`src/rtl/cfg_reg_bank.sv`:
```
// Purpose: shadowed configuration register bank; writes land in shadow, commits copy shadow to active on frame_sync.
// Latency: reads return 1 cycle after rd_en; commits apply on the frame_sync edge, update_pulse follows 1 cycle later.
// Backpressure: none; every write/read strobe is accepted every cycle, illegal addresses flag addr_err.
//
// Ports:
//   PCIE_dma_engine_clk, rst_n        clock, asynchronous active-low reset
//   wr_en/wr_addr/wr_data             write into shadow copy (and active copy too when IMMEDIATE)
//   rd_en/rd_addr/rd_src              read request, rd_src selects shadow (0) or active (1)
//   rd_data/rd_valid                  registered read result and its one-cycle qualifier
//   commit_req/frame_sync             arm a commit / frame boundary where an armed commit applies
//   active_regs                       packed active image, register 0 in the LSBs
//   commit_pending/update_pulse       commit armed / one-cycle pulse after an apply
//   addr_err/commit_cnt               out-of-range access pulse / wrapping count of applied commits
module cfg_reg_bank #(
   parameter int                         NUM_REGS  = 4,
   parameter int                         DATA_W    = 8,
   parameter int                         ADDR_W    = 4,
   parameter logic [NUM_REGS*DATA_W-1:0] RST_VALS  = {8'd0, 8'd0, 8'd0, 8'd25},
   parameter bit                         IMMEDIATE = 1'b0
) (
   input  logic                         PCIE_dma_engine_clk,
   input  logic                         rst_n,
   input  logic                         wr_en,
   input  logic [ADDR_W-1:0]            wr_addr,
   input  logic [DATA_W-1:0]            wr_data,
   input  logic                         rd_en,
   input  logic [ADDR_W-1:0]            rd_addr,
   input  logic                         rd_src,
   output logic [DATA_W-1:0]            rd_data,
   output logic                         rd_valid,
   input  logic                         commit_req,
   input  logic                         frame_sync,
   output logic [NUM_REGS*DATA_W-1:0]   active_regs,
   output logic                         commit_pending,
   output logic                         update_pulse,
   output logic                         addr_err,
   output logic [7:0]                   commit_cnt
);

   // One extra bit so the limit itself is representable when NUM_REGS == 2^ADDR_W.
   localparam logic [ADDR_W:0] REG_LIMIT = (ADDR_W+1)'(NUM_REGS);

   typedef enum logic {
      IDLE    = 1'b0,
      PENDING = 1'b1
   } state_t;

   state_t              state_q;
   state_t              state_d;
   logic                apply;
   logic                wr_ok;
   logic                wr_bad;
   logic                rd_bad;
   logic [DATA_W-1:0]   rd_mux;
   logic [DATA_W-1:0]   shadow_q [NUM_REGS];
   logic [DATA_W-1:0]   active_q [NUM_REGS];

   assign wr_ok  = wr_en && ({1'b0, wr_addr} < REG_LIMIT);
   assign wr_bad = wr_en && ({1'b0, wr_addr} >= REG_LIMIT);
   assign rd_bad = rd_en && ({1'b0, rd_addr} >= REG_LIMIT);

   // Commit FSM: commit_req arms, frame_sync applies. A request coinciding with
   // frame_sync in IDLE applies immediately without ever showing as pending.
   always_comb begin
      state_d = state_q;
      apply   = 1'b0;
      case (state_q)
         IDLE: begin
            if (commit_req && frame_sync) begin
               apply = 1'b1;
            end else if (commit_req) begin
               state_d = PENDING;
            end
         end
         PENDING: begin
            if (frame_sync) begin
               apply   = 1'b1;
               state_d = IDLE;
            end
         end
         default: state_d = IDLE;
      endcase
   end

   always_ff @(posedge PCIE_dma_engine_clk or negedge rst_n) begin
      if (!rst_n) begin
         state_q <= IDLE;
      end else begin
         state_q <= state_d;
      end
   end

   assign commit_pending = (state_q == PENDING);

   // Register arrays. The apply copies the shadow values as they stood before
   // this edge, so a write in the apply cycle only reaches the shadow copy.
   // In IMMEDIATE mode the write is also mirrored into the active copy and,
   // being later in the block, wins over a coincident apply for that register.
   always_ff @(posedge PCIE_dma_engine_clk or negedge rst_n) begin
      if (!rst_n) begin
         for (int i = 0; i < NUM_REGS; i++) begin
            shadow_q[i] <= RST_VALS[i*DATA_W +: DATA_W];
            active_q[i] <= RST_VALS[i*DATA_W +: DATA_W];
         end
      end else begin
         for (int i = 0; i < NUM_REGS; i++) begin
            if (apply) begin
               active_q[i] <= shadow_q[i];
            end
            if (wr_ok && (wr_addr == ADDR_W'(i))) begin
               shadow_q[i] <= wr_data;
               if (IMMEDIATE) begin
                  active_q[i] <= wr_data;
               end
            end
         end
      end
   end

   // Read mux; an address with no matching register falls through to zero.
   always_comb begin
      rd_mux = '0;
      for (int i = 0; i < NUM_REGS; i++) begin
         if (rd_addr == ADDR_W'(i)) begin
            rd_mux = rd_src ? active_q[i] : shadow_q[i];
         end
      end
   end

   always_ff @(posedge PCIE_dma_engine_clk or negedge rst_n) begin
      if (!rst_n) begin
         rd_data      <= '0;
         rd_valid     <= 1'b0;
         update_pulse <= 1'b0;
         addr_err     <= 1'b0;
         commit_cnt   <= 8'd0;
      end else begin
         rd_valid     <= rd_en;
         update_pulse <= apply;
         addr_err     <= wr_bad || rd_bad;
         if (rd_en) begin
            rd_data <= rd_mux;
         end
         if (apply) begin
            commit_cnt <= commit_cnt + 8'd1;
         end
      end
   end

   for (genvar g = 0; g < NUM_REGS; g++) begin : g_active_out
      assign active_regs[g*DATA_W +: DATA_W] = active_q[g];
   end

endmodule

```
`config.mk`:
```
export PLATFORM = sky130hd
export DESIGN_NAME = cfg_reg_bank
export DESIGN_NICKNAME = d
export VERILOG_FILES = /design/src/rtl/cfg_reg_bank.sv
export SDC_FILE = /design/constraint.sdc
export NUM_CORES = 1
export LEC_CHECK = 0
export ABC_AREA = 1
export ABC_CLOCK_PERIOD_IN_PS = 2100
export CAP_MARGIN = 10
export CORE_UTILIZATION = 50
export CTS_CLUSTER_SIZE = 28
export DETAILED_ROUTE_END_ITERATION = 16
export HOLD_SLACK_MARGIN = 0.02
export MAX_ROUTING_LAYER = met4
export PLACE_DENSITY_LB_ADDON = 0.12
export SLEW_MARGIN = 20
export SYNTH_ARGS = -nofsm -noshare
export SYNTH_HDL_FRONTEND = slang
export SYNTH_SLANG_ARGS = --single-unit
```
`constraint.sdc`:
```
create_clock -name PCIE_dma_engine_clk -period 2.1 [get_ports PCIE_dma_engine_clk]
set_input_delay 0.42 -clock PCIE_dma_engine_clk [delete_from_list [all_inputs] [get_ports PCIE_dma_engine_clk]]
set_output_delay 0.42 -clock PCIE_dma_engine_clk [all_outputs]
set_load 0.01 [all_outputs]
```
* Word-level counts from Yosys, hierarchy flattened *
Index checks and enable logic that the tools add are counted.

operators by class
  bitwise operators = 1
  add/sub/neg operators = 1
  magnitude comparators = 3
  multiplexer cells = 15
  reduce and logical (&&, ||, !) cells = 11
  equality and inequality tests = 6

operators with widths
  operator             number
  $mux 8               8
  $eq 4x2->1 const B   4
  $add 8x1->8 const B  1
  $eq 4x1->1 const B   2
  $ge 4x3->1 const B   2
  $logic_and 1x1->1    8
  $logic_not 4->1      2
  $mux 1               5
  $lt 4x3->1 const B   1
  $pmux 1 s2           2
  $logic_or 1x1->1     1
  $not 1->1            1

word-level totals
  output and inout port bits = 52
  flip-flop bits (word level) = 84
  input bits = 23

* Depth between registers and ports, before layout *
Gate-level depths: netlist (run 1).

  depth in word-level cells = 5
  gate-level depth with buffers = 9

* Least setup slack after synthesis (run 1) *
Ideal clock, no wire load.

  path kind = in2reg
  from = in wr_addr[3]
  to = reg shadow_q[21] (netlist name)
  data arrival time = 1217 ps
  required time = 1979 ps
  stages = 6
  setup time = 121 ps
  setup slack = 762 ps
  cell sequence = or2_4 -> nor2_8 -> nand3_4 -> buf_6 -> nand2_1 -> o21ai_2

on the way
  longest elaborated chain between the ends = 3
  elaborated cells on any way between the ends = 4
  classes of those cells = order compare (1); eq/ne (1); reduce/logical (2)

ends and longest elaborated chain
  what                             RTL line  text
  from (decl)                      24        input logic [ADDR_W-1:0] wr_addr,
  $lt 4x3->1                       58        assign wr_ok = wr_en && ({1'b0, wr_addr} < REG_LIMIT);
  $logic_and 1x1->1                58
  $logic_and 1x1->1 (*)            110       if (wr_ok && (wr_addr == ADDR_W'(i))) begin
  to (signal, indexed assignment)  102       shadow_q[i] <= RST_VALS[i*DATA_W +: DATA_W];
  to (signal, indexed assignment)  111       shadow_q[i] <= wr_data;
  to (decl)                        55        logic [DATA_W-1:0] shadow_q [NUM_REGS];

Every way passes the cells marked *; elsewhere a longest branch is shown, timed or not.
A chain may end at the register's enable or synchronous reset.

* Worst setup path after layout (run 1) *
  from = reg active_q (netlist bit active_regs[3])
  to = out active_regs[3]

RTL lines
  what                               RTL line  text
  from (decl)                        56        logic [DATA_W-1:0] active_q [NUM_REGS];
  from (signal, indexed assignment)  103       active_q[i] <= RST_VALS[i*DATA_W +: DATA_W];
  from (signal, indexed assignment)  108       active_q[i] <= shadow_q[i];
  from (signal, indexed assignment)  113       active_q[i] <= wr_data;
  to (decl)                          33        output logic [NUM_REGS*DATA_W-1:0] active_regs,

No word-level cell between the ends.

==> run_results.csv, run 1 <==
group,metric,value,unit
global_routing,grt_most_used_layer,"met1",
finish,area_delta_synth_final,27.25,%
critical_path,cp_cell_sequence,"clkdlybuf4s50_1",
critical_path,critPathMaxFanout,3,
logic_synthesis,syn-instance-count,491,
timing,clock_skew,0.008020,ns
global_routing,first_global_vias,3186,
logic_synthesis,synth.ff_latch_count,84,
global_routing,global_route.usage.met2,0.3528,
logic_synthesis,synth_largest_area_cell,"dfrtp_1",
run_status,outcome,"complete, no violations",
logic_synthesis,synth_async_sr_flop_share,1.000,
cts,clock-sinks,84,
cts,post_cts_clock_slew_at_the_launch_and_capture_registers_of_the_worst_setup_and_hold_paths,0.08,ns
worst_hold_path,hold_path.class,"flop to flop",
cts,clock-root-buffer,"clkbuf_8",
floorplan,initial_cell_density_of_the_core,0.5175,
timing,final.period_utilization,0.8895,
cts,post_cts.resized_instances,0,
floorplan,io-pin-count,75,
critical_path,worst_ep_arrival_time,1.45,ns
global_routing,grtUsageMet1,0.3642,
critical_path,worst_setup_path_start_kind,"flop",
cts,tritoncts_clock_tree,"yes",
place,place.gp.congestion,0.8641,
logic_synthesis,postSynth.topFlopCell,"dfrtp_1",
logic_synthesis,synthesis.yosys.warnings,0,
place,place.port_buffers,74,
global_routing,number_of_antenna_violations_at_the_first_check_in_global_routing,0,
timing,timing.hold.ws,0.4753,ns
finish,antenna_cells,0,
logic_synthesis,synth-edff-count,0,
critical_path,critical-path-top-delay-family,"flip-flops",
cts,cts_setup_buffers,0,
critical_path,max_stage_delay,0.57,ns
logic_synthesis,synth-seq-area-share,0.5275,
logic_synthesis,syn-num-nets,515,
logic_synthesis,synth_area_per_cell,8.144,µm²
finish,final_core_occ,0.6585,
cts,cts_buffers,9,
critical_path,criticalPathCategory,"flop to output port",
global_routing,grt_first_pass_wirelength,15790,µm
power_and_ir_drop,power_density,958.4,nW/µm²
place,dp.final_hpwl,6714,µm
route,vias_per_cell,4.979,
floorplan,die-height,91.43,µm
timing,final_max_slew_viol_count,0,
critical_path,worst_setup_path_end_kind,"output port",
route,drt-pass1-iter-count,4,
logic_synthesis,yosysUniqueCellTypes,20,
finish,ratio_of_cells_with_drive_above_1_in_the_final_layout,0.1014,
global_routing,globalRouteMet3Util,0.03601,
global_routing,grt.total_usage,0.2492,
timing,measured_slew_at_the_worst_slew_check_pin,0.5676,ns
logic_synthesis,yosysMostFrequentCell,"nand2_1",
global_routing,grt_start_max_net_pins,61,
timing,setup-violations-final,0,
power_and_ir_drop,power.static_leakage,2.431,nW
cts,clock_insertion_delay_worst_skew,0.34,ns
route,dr_total_vias,3356,
logic_synthesis,netlist_top_cells_area,"dfrtp_1, nand2_1, o21ai_0",
logic_synthesis,synth_top_cell_area_share,0.4881,
critical_path,timing.critical_path.buf_inv,1,
power_and_ir_drop,vdd_ir_drop_max,431.7,µV
route,wl_per_cell,13.49,µm
finish,final_nets,591,
timing,post-route-min-period,1.868,ns
timing,finalHoldViolCount,0,
place,post_place_worst_slack,0.2557,ns
floorplan,floorplan.die.width,91.43,µm
logic_synthesis,top_cells_by_instance_count_after_synthesis,"nand2_1, dfrtp_1, o21ai_0",
cts,clk_path_buf_depth,2,
route,drt.antenna.violating_nets,0,
route,drc_errors,0,
floorplan,rows,32,
cts,ctsHtreeMaxLevel,3,
flow_run,max_cap_violation_count,0,
timing,max_freq,0.5353,GHz
route,totalWireLength,9091,µm
floorplan,die-area,8359,µm²
timing,grt_setup_unrepaired,"false",
global_routing,grt_remaining_overflow,0,
timing,layout_setup_ws,0.2320,ns
floorplan,fp.coreArea,7727,µm²
route,drtIter0Drc,214,
cts,cts_hold_repair.buffers,1,
timing,timing.max_slew.rel_slack,0.6204,
critical_path,crit_path_top_delay_cell,"dfstp_2",
logic_synthesis,netlist_area,3999,µm²
timing,setup_tns,0,ns
critical_path,cp_data_required_time,1.68,ns
==> power breakdown <==
part           switching [W]  internal (W)
clock               0.000554      0.000734
sequential          0.000314       0.00197
combinational       0.000651      0.000655
total                0.00152       0.00336
==> per-stage QoR <==
step                total power, W  area (µm²)  std cells
global placement          0.003570        4851        657
floorplan                 0.002894        3999        491
CTS                       0.004906        5089        674
detailed placement        0.003615        4851        657
global route              0.005185        5089        674
finish                    0.004877        5089        674
==> cell families after synthesis <==
logic type,after synthesis,synth area share
simple gates,239,0.2503
fa+ha+maj,1,0.003128
compound gates,90,0.1314
xor+xnor,3,0.006572
buf+inv,74,0.08104
flops,84,0.5275
==> cell type report <==
cell class,instances,area [µm²]
inverter,55,206.4
sequential,84,2110
fill,663,2639
clock inverter,4,72.57
tap,102,127.6
multi-input combinational,333,1577
clock buffer,12,155.1
timing repair buffer,84,840.8
==> flip-flops by register name, indices dropped and copies added (netlist names) <==
signal,cells
addr_err,1
active_regs,32
rd_data,8
rd_valid,1
commit_cnt,8
commit_pending,1
update_pulse,1
shadow_q,32
==> per-layer routing <==
metal,part of all wire,vias to the layer above
met5,0,-
met3,0.048,14
li1,-,1687
met1,0.50,1563
met4,0.015,0
met2,0.44,92
==> cells in the final DEF, fill, tap and decap left out, drive strengths merged <==
master / count
nand4: 3
xor2: 3
nand3: 15
nor3: 2
nand2: 187
dlygate4sd3: 1
or2: 1
dfstp: 6
ha: 1
inv: 55
dfrtp: 78
buf: 10
nor2: 30
bufinv: 2
clkdlybuf4s50: 73
nand3b: 1
clkinv: 1
o21ai: 90
clkbuf: 12
clkinvlp: 1
==> final timing paths <==
kind                                 from              end  slack (ns)  cells after the start
max reg2reg                commit_pending  active_regs[25]        0.79                      3
max                        active_regs[3]   active_regs[3]        0.23                      1
min reg2reg                  shadow_q[28]     shadow_q[28]        0.48                      2
max in group asynchronous           rst_n  active_regs[15]        0.91                      3
min                          shadow_q[28]     shadow_q[28]        0.48                      2
min in group asynchronous           rst_n    commit_cnt[6]        0.55                      2
Note: power is estimated with default switching activity, not from simulation.
==> inputs of run 2 (changes only) <==
--- a/config.mk
+++ b/config.mk
@@ -6,9 +6,9 @@
 export NUM_CORES = 1
 export LEC_CHECK = 0
 export ABC_AREA = 1
-export ABC_CLOCK_PERIOD_IN_PS = 2100
+export ABC_CLOCK_PERIOD_IN_PS = 1600
 export CAP_MARGIN = 10
-export CORE_UTILIZATION = 50
+export CORE_UTILIZATION = 47
 export CTS_CLUSTER_SIZE = 28
 export DETAILED_ROUTE_END_ITERATION = 16
 export HOLD_SLACK_MARGIN = 0.02
==> constraint.sdc (replaced) <==
create_clock -name PCIE_dma_engine_clk -period 1.6 [get_ports PCIE_dma_engine_clk]
set_input_delay 0.32 -clock PCIE_dma_engine_clk [delete_from_list [all_inputs] [get_ports PCIE_dma_engine_clk]]
set_output_delay 0.32 -clock PCIE_dma_engine_clk [all_outputs]
set_load 0.01 [all_outputs]
==> run 2 against run 1 <==
  * Via count grew 1.5%
  * Worst hold slack lost 0.040 ns
  * Clock skew is essentially flat
  * Register-to-register slack lost 0.53 ns
  * Setup slack lost 0.19 ns
  * Sequential power grew 28%
  * Die area grew 6.2%
  * Utilization shrank 2.0 points
  * Sequential share of layout area shrank 1.2 points
  * Cell area grew 3.1%
  * Clock power grew 31%
==> run_results.csv, run 2 (synthesis gave the netlist of run 1 again) <==
group,metric,value,unit
run_status,outcome,"complete, no violations",
floorplan,rows,33,
cts,clk_path_buf_depth,2,
place,post_place_worst_slack,-0.2227,ns
critical_path,origin_of_the_critical_flop_to_flop_path,"commit_cnt[1]",
timing,measured_slew_at_the_worst_slew_check_pin,0.3874,ns
floorplan,initial_cell_density_of_the_core,0.4867,
route,drtIter0Drc,206,
power_and_ir_drop,overall_power_after_layout,0.006419,W
timing,setup_tns,0,ns
floorplan,floorplan.die.width,94.24,µm
finish,antenna_cells,0,
route,totalWireLength,9712,µm
route,drt-pass1-iter-count,6,
place,dp.final_hpwl,6992,µm
power_and_ir_drop,power.static_leakage,2.823,nW
finish,most-common-layout-cells,"nand2_1, dfrtp_1, o21ai_0, inv_1, dlygate4sd2_1",
floorplan,die-area,8881,µm²
timing,layout_setup_ws,0.04696,ns
floorplan,io-pin-count,75,
floorplan,die-height,94.24,µm
timing,clock_skew,0.008331,ns
global_routing,number_of_antenna_violations_at_the_first_check_in_global_routing,0,
global_routing,grt_start_max_net_pins,60,
cts,clock_insertion_delay_worst_skew,0.35,ns
finish,area_delta_synth_final,31.23,%
critical_path,max_stage_delay,0.53,ns
floorplan,fp.coreArea,8217,µm²
worst_hold_path,hold_path.class,"input pin to asynchronous set/reset pin",
route,wl_per_cell,14.08,µm
timing,timing.max_slew.rel_slack,0.7417,
power_and_ir_drop,power_density,1223,nW/µm²
finish,mostFrequentLayoutCell,"nand2_1",
finish,final_nets,604,
critical_path,crit_path_top_delay_cell,"clkdlybuf4s50_1",
critical_path,cp_cell_sequence,"clkdlybuf4s50_1",
timing,finalHoldViolCount,0,
timing,grt_setup_unrepaired,"false",
cts,tritoncts_clock_tree,"yes",
timing,max_freq,0.6439,GHz
global_routing,grtUsageMet1,0.3489,
timing,post-route-min-period,1.553,ns
timing,final.period_utilization,0.9707,
critical_path,critPathLaunch,"commit_cnt[4]",
route,drt.antenna.violating_nets,0,
route,drc_errors,0,
power_and_ir_drop,vdd_ir_drop_max,571.2,µV
global_routing,grt_remaining_overflow,0,
cts,clock-root-buffer,"clkbuf_8",
cts,post_cts_clock_slew_at_the_launch_and_capture_registers_of_the_worst_setup_and_hold_paths,0.08,ns
global_routing,globalRouteMet3Util,0.02913,
critical_path,timing.critical_path.buf_inv,1,
route,dr_total_vias,3408,
finish,num-fill-cells,728,
critical_path,worst_setup_path_start_kind,"flop",
timing,setup-violations-final,0,
global_routing,grt_most_used_layer,"met2",
critical_path,worst_ep_arrival_time,1.23,ns
cts,clock-sinks,84,
place,place.gp.congestion,0.8317,
finish,ratio_of_cells_with_drive_above_1_in_the_final_layout,0.1265,
critical_path,cp_data_required_time,1.28,ns
global_routing,grt.total_usage,0.2438,
critical_path,criticalPathCategory,"flop to output port",
flow_run,max_cap_violation_count,0,
critical_path,critical-path-top-delay-family,"buffers and inverters",
global_routing,grt_first_pass_wirelength,15930,µm
place,dpl-instance-area,4950,µm²
finish,post-route-cell-area,5248,µm²
cts,ctsHtreeMaxLevel,3,
global_routing,global_route.usage.met2,0.3587,
critical_path,critPathMaxFanout,2,
timing,timing.hold.ws,0.4351,ns
global_routing,first_global_vias,3166,
critical_path,worst_setup_path_end_kind,"output port",
route,vias_per_cell,4.939,
place,place.port_buffers,74,
cts,cts_buffers,9,
timing,final_max_slew_viol_count,0,
run 2: changes by cell type in the layout (fill, tap and decap cells not counted), moves of 2 or more:
| cell | previous run | this run |
|---|---|---|
| clkdlybuf4s50_1 | 73 | 27 |
| dlygate4sd2_1 | 0 | 30 |
| dlymetal6s2s_1 | 0 | 16 |
| buf_4 | 8 | 17 |
| buf_12 | 2 | 6 |
| clkinv_4 | 0 | 2 |
| nor2_1 | 29 | 27 |
| nor2_2 | 0 | 2 |
run 2: timing repair:
| action | CTS | global route |
|---|---|---|
| hold buffers | 1 | 0 |
| endpoints found under the setup margin | 37 | 24 |
| hold endpoints to repair | 20 | 0 |
| buffers inserted | 7 | 0 |
| gates resized for setup | 31 | 18 |
run 2: layout make-up:
cell class                      count  area, µm²  area share
Clock buffer                       11      141.4     0.02694
Tap cell                          105      131.4     0.02504
Sequential cell                    84       2111      0.4022
Inverter                           55      206.4     0.03934
Clock inverter                      5      85.08     0.01621
Multi-Input combinational cell    333       1582      0.3014
Timing Repair Buffer               97      991.0      0.1888
run 2: where the power goes:
group / internal [W] / switching (W) / total, W
clock network: 0.000928 / 0.000763 / 0.00169
logic: 0.000844 / 0.000967 / 0.00181
registers: 0.00259 / 0.000330 / 0.00292
run 2: metal layers:
layer | vias to the layer above | routed length, µm
met1 | 1578 | 4761
met2 | 102 | 4346
li1 | 1715 | -
met3 | 13 | 446
met5 | - | 0
met4 | 0 | 158
run 2: path summary, 6_finish.rpt:
| check | end | slack [ns] | cells after the start |
|---|---|---|---|
| max in group asynchronous | shadow_q[27] | 0.59 | 3 |
| min in group PCIE_dma_engine_clk | shadow_q[28] | 0.48 | 2 |
| hold / removal | commit_cnt[6] | 0.44 | 2 |
| hold reg to reg | shadow_q[28] | 0.48 | 2 |
| setup reg to reg | commit_cnt[4] | 0.26 | 7 |
| setup / recovery | commit_cnt[4] | 0.05 | 1 |
run 2: stage by stage:
step | std cells | util
finish | 690 | 0.6386
floorplan | 491 | -
detailed placement | 666 | 0.6024
global placement | 666 | 0.6024
CTS | 690 | 0.6332
global route | 690 | 0.6386
